**src/rtl/cpu_pkg.sv**
```systemverilog
// cpu_pkg: definitions shared by the register file, ALU and mul_unit.
//   WORD_W      register file word width
//   REG_ADDR_W  register address width
//   MUL_CYCLES  shift-and-add iterations per multiply
//   mul_state_t encoding of the multiply controller states
package cpu_pkg;

  localparam int WORD_W     = 8;
  localparam int REG_ADDR_W = 3;
  localparam int MUL_CYCLES = 8;

  typedef logic [1:0] mul_state_t;

  localparam mul_state_t ST_IDLE = 2'b00;
  localparam mul_state_t ST_RUN  = 2'b01;
  localparam mul_state_t ST_WB   = 2'b10;

endpackage

```
**src/rtl/mul_datapath.sv**
```systemverilog
// mul_datapath: shift-and-add core of mul_unit.
//   clk        clock, all state on posedge
//   rst_n      asynchronous active-low reset
//   load       clear the accumulator, latch operands, load counter = WIDTH
//   step       perform one shift-and-add iteration (ignored once the counter is 0)
//   mcand_in   multiplicand to latch on load
//   mplier_in  multiplier to latch on load
//   product    full 2*WIDTH-bit accumulator
//   last_step  counter is at 1: the step taken this cycle is the final one
module mul_datapath
  import cpu_pkg::*;
#(
  parameter int WIDTH = WORD_W
) (
  input  logic               clk,
  input  logic               rst_n,
  input  logic               load,
  input  logic               step,
  input  logic [WIDTH-1:0]   mcand_in,
  input  logic [WIDTH-1:0]   mplier_in,
  output logic [2*WIDTH-1:0] product,
  output logic               last_step
);

  localparam int CNT_W = $clog2(WIDTH + 1);

  logic [2*WIDTH-1:0] acc;
  logic [WIDTH-1:0]   mcand;
  logic [WIDTH-1:0]   mplier;
  logic [CNT_W-1:0]   cnt;
  logic [WIDTH:0]     sum;

  // Upper-half add keeps its carry so the following shift loses nothing.
  always_comb begin
    sum = {1'b0, acc[2*WIDTH-1:WIDTH]} + {1'b0, (mplier[0] ? mcand : {WIDTH{1'b0}})};
  end

  always_ff @(posedge clk or negedge rst_n) begin
    if (!rst_n) begin
      acc    <= '0;
      mcand  <= '0;
      mplier <= '0;
      cnt    <= '0;
    end else if (load) begin
      acc    <= '0;
      mcand  <= mcand_in;
      mplier <= mplier_in;
      cnt    <= CNT_W'(WIDTH);
    end else if (step && (cnt != '0)) begin
      acc    <= {sum, acc[WIDTH-1:1]};
      mplier <= mplier >> 1;
      cnt    <= cnt - CNT_W'(1);
    end
  end

  assign product   = acc;
  assign last_step = (cnt == CNT_W'(1));

endmodule

```
**src/rtl/mul_unit.sv**
```systemverilog
// mul_unit: iterative multiplier feeding the register file write port.
//   CLK       clock, all state on posedge
//   RESET     asynchronous active-low reset
//   START     request, sampled only in IDLE
//   OPERAND1  multiplicand (register file OUT1)
//   OPERAND2  multiplier (register file OUT2)
//   DESTADDR  destination register
//   RESULT    low word of the product (register file IN)
//   WRADDR    destination of the write (register file INADDRESS)
//   WRITE     one-cycle write strobe
//   BUSY      high from accept through the end of writeback
//   OVERFLOW  product does not fit in WIDTH bits; valid with WRITE
// Build option MUL_SIGNED_EN: two's complement operands and signed overflow.
// Without it the unit is a pure unsigned multiplier.
//
// state   | meaning
// --------+-----------------------------------------------
// ST_IDLE | waiting for START; outputs hold last write
// ST_RUN  | WIDTH shift-and-add iterations in the datapath
// ST_WB   | register product, raise WRITE for one cycle
module mul_unit
  import cpu_pkg::*;
#(
  parameter int WIDTH  = WORD_W,
  parameter int ADDR_W = REG_ADDR_W
) (
  input  logic              CLK,
  input  logic              RESET,
  input  logic              START,
  input  logic [WIDTH-1:0]  OPERAND1,
  input  logic [WIDTH-1:0]  OPERAND2,
  input  logic [ADDR_W-1:0] DESTADDR,
  output logic [WIDTH-1:0]  RESULT,
  output logic [ADDR_W-1:0] WRADDR,
  output logic              WRITE,
  output logic              BUSY,
  output logic              OVERFLOW
);

  mul_state_t         state;
  logic [ADDR_W-1:0]  dest_q;
  logic               accept;
  logic               last_step;
  logic [WIDTH-1:0]   mcand_in;
  logic [WIDTH-1:0]   mplier_in;
  logic [2*WIDTH-1:0] acc;
  logic [2*WIDTH-1:0] prod;
  logic               ovf;

  assign accept = (state == ST_IDLE) && START;

`ifdef MUL_SIGNED_EN
  logic sign_q;

  // Magnitudes go through the unsigned core; -2^(W-1) maps to 2^(W-1),
  // which still fits in WIDTH unsigned bits.
  always_comb begin
    mcand_in  = OPERAND1[WIDTH-1] ? -OPERAND1 : OPERAND1;
    mplier_in = OPERAND2[WIDTH-1] ? -OPERAND2 : OPERAND2;
    prod      = sign_q ? -acc : acc;
    ovf       = (prod[2*WIDTH-1:WIDTH] != {WIDTH{prod[WIDTH-1]}});
  end

  always_ff @(posedge CLK or negedge RESET) begin
    if (!RESET) begin
      sign_q <= 1'b0;
    end else if (accept) begin
      sign_q <= OPERAND1[WIDTH-1] ^ OPERAND2[WIDTH-1];
    end
  end
`else
  always_comb begin
    mcand_in  = OPERAND1;
    mplier_in = OPERAND2;
    prod      = acc;
    ovf       = |acc[2*WIDTH-1:WIDTH];
  end
`endif

  mul_datapath #(
    .WIDTH (WIDTH)
  ) u_datapath (
    .clk       (CLK),
    .rst_n     (RESET),
    .load      (accept),
    .step      (state == ST_RUN),
    .mcand_in  (mcand_in),
    .mplier_in (mplier_in),
    .product   (acc),
    .last_step (last_step)
  );

  always_ff @(posedge CLK or negedge RESET) begin
    if (!RESET) begin
      state    <= ST_IDLE;
      dest_q   <= '0;
      RESULT   <= '0;
      WRADDR   <= '0;
      WRITE    <= 1'b0;
      BUSY     <= 1'b0;
      OVERFLOW <= 1'b0;
    end else begin
      WRITE <= 1'b0;
      case (state)
        ST_IDLE: begin
          // BUSY stays up through the cycle after WB; a START on that
          // edge is a legal back-to-back accept.
          if (START) begin
            state    <= ST_RUN;
            dest_q   <= DESTADDR;
            BUSY     <= 1'b1;
            OVERFLOW <= 1'b0;
          end else begin
            BUSY <= 1'b0;
          end
        end
        ST_RUN: begin
          if (last_step) begin
            state <= ST_WB;
          end
        end
        ST_WB: begin
          WRITE    <= 1'b1;
          RESULT   <= prod[WIDTH-1:0];
          WRADDR   <= dest_q;
          OVERFLOW <= ovf;
          state    <= ST_IDLE;
        end
        default: begin
          state <= ST_IDLE;
        end
      endcase
    end
  end

endmodule
```
**config.mk**
```make
export PLATFORM = sky130hd
export DESIGN_NAME = mul_unit
export DESIGN_NICKNAME = d
export VERILOG_FILES = /design/src/rtl/cpu_pkg.sv /design/src/rtl/mul_datapath.sv /design/src/rtl/mul_unit.sv
export SDC_FILE = /design/constraint.sdc
export NUM_CORES = 1
export LEC_CHECK = 0
export ABC_AREA = 1
export CAP_MARGIN = 10
export CORE_ASPECT_RATIO = 1.5
export CORE_MARGIN = 2
export CORE_UTILIZATION = 55
export CTS_CLUSTER_DIAMETER = 30
export DETAILED_ROUTE_END_ITERATION = 8
export GPL_TIMING_DRIVEN = 0
export PLACE_DENSITY = 0.8
export SYNTH_ARGS = -nofsm -noshare
export SYNTH_HDL_FRONTEND = slang
export SYNTH_SLANG_ARGS = --single-unit
```
**constraint.sdc**
```tcl
create_clock -name CLK -period 2.8 [get_ports CLK]
set_input_delay 0.56 -clock CLK [delete_from_list [all_inputs] [get_ports CLK]]
set_output_delay 0.56 -clock CLK [all_outputs]
set_load 0.02 [all_outputs]
```
==> results.toml, run 1 <==
[run_status]
status = "finished, final reports clean"

[logic_synthesis]
synth_xor_area_share_pct = 0.337
synth.area.top_cells = "dfrtp_1, nand2_1, inv_1"
synth_seq_cells = 55
synth_top_family_by_area = "simple AND/OR/NAND/NOR gates"
syn_inst = 297
synth_fa_ha_area_share_pct = 5.58
synth_fp_nets = 330
synthSimpleGateAreaFrac_pct = 22.4
yosysWarnings = 0
synth_area_mm2 = 0.00260
yosysSeqAreaShare_pct = 52.9
synthMuxAreaShare_pct = 0
yosysTopAreaCellShare_pct = 52.9
syn_avg_cell_area_um2 = 8.75
synth_compound_area_share_pct = 9.87
synth.largest_area_cell = "dfrtp_1"
synth.distinct_cells = 27

[floorplan]
core_mm2 = 0.00454
die-area_mm2 = 0.00530
die_h_um = 88.2
die_w_um = 60.1
io_pins = 36
initial_core_util_pct = 57.2
rows = 30

[hold_path]
hold_path_class = "input port to asynchronous set/reset pin"

[layout]
final_util_pct = 69.4
layout_commonest_cell = "nand2_1"
antenna_cells = 0
area_delta_synth_final_pct = 21.2
nNetsFinal = 373
stdcell_count = 404
drive_above_1_share_pct = 9.12
mostFrequentLayoutCells = "nand2_1, dfrtp_1, inv_1"
fill_cells = 385

[setup_path]
worstPathArrival_ns = 2.13
cp_data_required_time_ns = 3.00
critPathMaxStageDelay_ns = 0.40
cp_slowest_cell = "fa_1"
critical_path_class = "flop to flop"
cp_common_cell = "nand2_1"
timing.rr.end = "u_datapath.product[15]"
path_buf_inv = 2
cp_top_family = "adder cells"
ff2ff_setup_slack_ns = 0.87
cp_cell_sequence = "buf_2 -> nand2_1 -> inv_1 -> ha_1 -> fa_1 -> nand2_1 -> nand2_1 -> nand3b_1 -> nor2_1 -> o21ai_0 -> nand2_1"
reg2reg_depth = 11
critPathLaunchType = "flop"
critPathCaptureType = "flop"
cp_max_fo = 9
r2r_start = "u_datapath.mplier[0]"

[clock_tree]
cts_resized = 0
htreeDepth = 2
clk_transition_reported_paths_ns = 0.10
cts.sink_count = 55
post_cts_buffers = 0
cts_buffers = 5
cts_root_buf = "clkbuf_8"
cts_tree = "built"
holdBufCountCts = 0
clk_latency_ns = 0.31
clockBufferDepth = 2

[global_routing]
grt_remaining_overflow = 0
track_usage_pct = 22.7
grt_max_degree = 34
grt_pass1_vias = 2095
antenna_found_initial = 0
grt_pass1_wl_um = 9220

[sta]
layout_setup_ws_ns = 0.866
rsz0062_at_grt = "false"
hold_violations = 0
fin_worst_skew_ns = 0.00955
finalCriticalPeriod_ns = 1.93
fmax_ghz = 0.517
setup_violations = 0
max_slew_margin_pct = 64.6
finalSetupTns_ns = 0
tightest_slew_ns = 0.532
drv_slew = 0
post-route-period-util_pct = 69.1

[pwr]
p_leak_nw = 1.65
fin_total_pwr_mw = 3.41
p_per_area_mw_per_mm2 = 1080
peakVddDrop_mv = 0.518

[routing]
route.detailed.drc = 0
routed-via-count = 2064
drtPass1Iterations = 4
drt-total-wl_um = 5080
routedWlPerCell_um = 12.6
drt_first_iter_violations = 48
ant_nets = 0
viasPerCell = 5.11

[place]
io_buffers = 35
dp_hpwl_um = 3830
preCtsSetupSlack_ns = 0.870
place_inst = 397
routabilityCongestion = 0.912

[job]
maxCapViolCount = 0
cell type report:
type,instances,area (µm²),area share (%)
flip-flops and latches,55,1380,43.7
multi-input cells,192,992,31.5
repair buffers,36,365,11.6
inverters,42,160,5.08
well taps,64,80.1,2.54
plain buffers,8,71.3,2.26
clock buffers,5,68.8,2.18
clock inverters,2,37.5,1.19
stage by stage:
| stage | instance area, µm² | hold WS, ns |
|---|---|---|
| final | 3150 | 0.219 |
| after global routing | 3150 | 0.247 |
| after CTS | 3150 | 0.239 |
| after detailed placement | 3050 | 0.464 |
| after global placement | 3030 | 0.462 |
| after floorplan | 2600 | 0.264 |
per-layer routing:
layer | routed length [µm] | GRT usage (%)
met1 | 2070 | 27.2
met2 | 2790 | 41.0
met3 | 111 | 4.14
met4 | 106 | 6.06
met5 | 0 | 0
flip-flops by register name, indices dropped and copies added (netlist names):
register	count
u_datapath.product	16
RESULT	8
u_datapath.mcand	8
u_datapath.mplier	8
u_datapath.cnt	4
WRADDR	3
dest_q	3
state	2
BUSY	1
OVERFLOW	1
WRITE	1
synthesized netlist by cell type (all sizes together):
master,number
a21oi,9
a31oi,1
buf,8
dfrtp,55
fa,1
ha,10
inv,42
nand2,112
nand3,12
nand3b,2
nor2,9
nor3,1
nor4,1
o211ai,1
o21ai,16
o221ai,6
o22ai,9
or2,1
xnor2,1
worst max-delay path by stage:
stage                               startpoint                     end  slack [ns]  depth (start not counted)
after CTS                 u_datapath.mplier[0]  u_datapath.product[15]        0.86                         11
after floorplan           u_datapath.mplier[0]  u_datapath.product[15]        1.05                         11
after global routing      u_datapath.mplier[0]  u_datapath.product[15]        0.63                         11
after detailed placement  u_datapath.mplier[0]  u_datapath.product[15]        0.87                         11
final                     u_datapath.mplier[0]  u_datapath.product[15]        0.87                         11
after global placement                   RESET     u_datapath.mcand[6]       -0.47                          1
where the power goes:
part / switching (mW) / total, mW / internal, mW
Clock: 0.249 / 0.511 / 0.262
Combinational: 0.949 / 1.60 / 0.653
Sequential: 0.171 / 1.30 / 1.13
Total: 1.37 / 3.41 / 2.04
cells by family after synthesis:
logic type	Yosys count
fa+ha+maj	11
compound gates	42
buf+inv	50
xor+xnor	1
simple gates	138
flops	55
(Power assumes the default switching activity.)
==> run 2, diff against run 1 <==
--- a/config.mk
+++ b/config.mk
@@ -9,11 +9,11 @@
 export CAP_MARGIN = 10
 export CORE_ASPECT_RATIO = 1.5
 export CORE_MARGIN = 2
-export CORE_UTILIZATION = 55
+export CORE_UTILIZATION = 54
 export CTS_CLUSTER_DIAMETER = 30
 export DETAILED_ROUTE_END_ITERATION = 8
 export GPL_TIMING_DRIVEN = 0
-export PLACE_DENSITY = 0.8
+export PLACE_DENSITY = 0.79
 export SYNTH_ARGS = -nofsm -noshare
 export SYNTH_HDL_FRONTEND = slang
 export SYNTH_SLANG_ARGS = --single-unit
==> constraint.sdc (replaced) <==
create_clock -name CLK -period 1.9 [get_ports CLK]
set_input_delay 0.38 -clock CLK [delete_from_list [all_inputs] [get_ports CLK]]
set_output_delay 0.38 -clock CLK [all_outputs]
set_load 0.02 [all_outputs]
==> results.toml, run 2 (synthesized netlist as in run 1, its figures left out) <==
[layout]
drive_above_1_share_pct = 11.7
stdcell_count = 407
nNetsFinal = 376
largest_reg_flops = 16
area_delta_synth_final_pct = 23.3
multi_input_area_mm2 = 0.00102
layout_commonest_cell = "nand2_1"
mostFrequentLayoutCells = "nand2_1, dfrtp_1, inv_1"
antenna_cells = 0
seq_area_mm2 = 0.00138
fin_area_mm2 = 0.00321
fill_cells = 369

[clock_tree]
clockBufferDepth = 2
clk_transition_reported_paths_ns = 0.09
cts_tree = "built"
cts.sink_count = 55
holdBufCountCts = 0
cts_root_buf = "clkbuf_8"
clk_latency_ns = 0.31
htreeDepth = 2
cts_buffers = 5

[run_status]
status = "finished, final reports clean"

[place]
dpl_cell_area_mm2 = 0.00305
place_inst = 397
routabilityCongestion = 0.867
dp_hpwl_um = 3720
io_buffers = 35

[sta]
fmax_ghz = 0.559
finalCriticalPeriod_ns = 1.79
setup_violations = 0
whs_ns = 0.0401
post-route-period-util_pct = 94.2
hold_violations = 0
drv_slew = 0
tightest_slew_ns = 0.550
max_slew_margin_pct = 63.4
fin_worst_skew_ns = 0.00763

[floorplan]
io_pins = 36
rows = 30
die_w_um = 60.7
initial_core_util_pct = 56.8
die-area_mm2 = 0.00540
die_h_um = 89.0
core_mm2 = 0.00458

[job]
maxCapViolCount = 0

[setup_path]
critPathCaptureType = "flop"
critical_path_class = "flop to flop"
worstPathArrival_ns = 1.99
cp_max_fo = 7
critPathLaunchType = "flop"
cp_data_required_time_ns = 2.10

[routing]
route.detailed.drc = 0
ant_nets = 0
drtPass1Iterations = 4
routed-via-count = 2057
routedWlPerCell_um = 12.2
drt-total-wl_um = 4960
viasPerCell = 5.05
drt_first_iter_violations = 82

[global_routing]
grt_pass1_wl_um = 8490
grt_pass1_vias = 2048
grt_max_degree = 33
antenna_found_initial = 0
grt_remaining_overflow = 0
track_usage_pct = 20.9

[hold_path]
hold_path_class = "input port to asynchronous set/reset pin"

[pwr]
peakVddDrop_mv = 0.706
p_leak_nw = 1.66
p_per_area_mw_per_mm2 = 1590
[run 2: metrics by stage]
stage | TNS [ns] | utilization [%] | worst slack (ns) | power (mW)
after global routing | -0.00373 | 70.0 | -0.00373 | 5.52
after CTS | 0 | 68.9 | 0.0122 | 5.05
final | 0 | 70.0 | 0.111 | 5.10
after detailed placement | -0.0713 | 66.5 | -0.0713 | 4.29
after floorplan | 0 | - | 0.152 | 3.57
after global placement | -63.78 | 66.2 | -1.16 | 4.18
[run 2: worst paths after layout]
check                                         endpoint                 start  slack [ns]  cells after the start
worst max-delay path            u_datapath.product[15]  u_datapath.mplier[0]        0.11                     11
worst min-delay path                         RESULT[6]                 RESET        0.04                      1
worst max register to register  u_datapath.product[15]  u_datapath.mplier[0]        0.11                     11
worst min register to register               WRADDR[0]             dest_q[0]        0.48                      2
max in group asynchronous       u_datapath.product[14]                 RESET        1.30                      2
min in group CLK                             WRADDR[0]             dest_q[0]        0.48                      2
[run 2: worst max-delay path: stages, from the launching register on]
cell,delay [ns]
dfrtp_1,0.38
buf_6,0.13
nand2_2,0.06
inv_2,0.04
ha_4,0.15
fa_2,0.37
nand2_2,0.07
nand2_2,0.07
nand3b_1,0.13
nor2_1,0.06
o21ai_1,0.14
nand2_1,0.07
[run 2: report_power, final]
part / switching, mW / internal (mW) / total [mW]
clock network: 0.366 / 0.385 / 0.752
registers: 0.252 / 1.66 / 1.91
logic: 1.41 / 1.03 / 2.44
[run 2: what timing repair did]
item | in CTS | in global routing
resized for setup | 2 | 10
endpoints found under the setup margin | 2 | 2
buffers inserted | 0 | 3
pin swaps | 1 | 4
hold endpoints to repair | 0 | 0
[run 2: layout make-up]
cell class	count	area share, %
Clock inverter	2	1.17
Clock buffer	5	2.15
Timing Repair Buffer	39	12.1
Tap cell	64	2.50
Multi-Input combinational cell	192	31.7
Inverter	42	5.00
Buffer	8	2.42
Sequential cell	55	42.9
[run 2: metal layers]
layer / up-vias / track usage [%] / wire length, µm / part of all wire, %
li1: 1032 / - / - / -
met1: 975 / 24.2 / 1980 / 40
met2: 39 / 37.9 / 2740 / 55
met3: 11 / 3.04 / 127 / 2.6
met4: 0 / 8.10 / 115 / 2.3
met5: - / 0 / 0 / 0
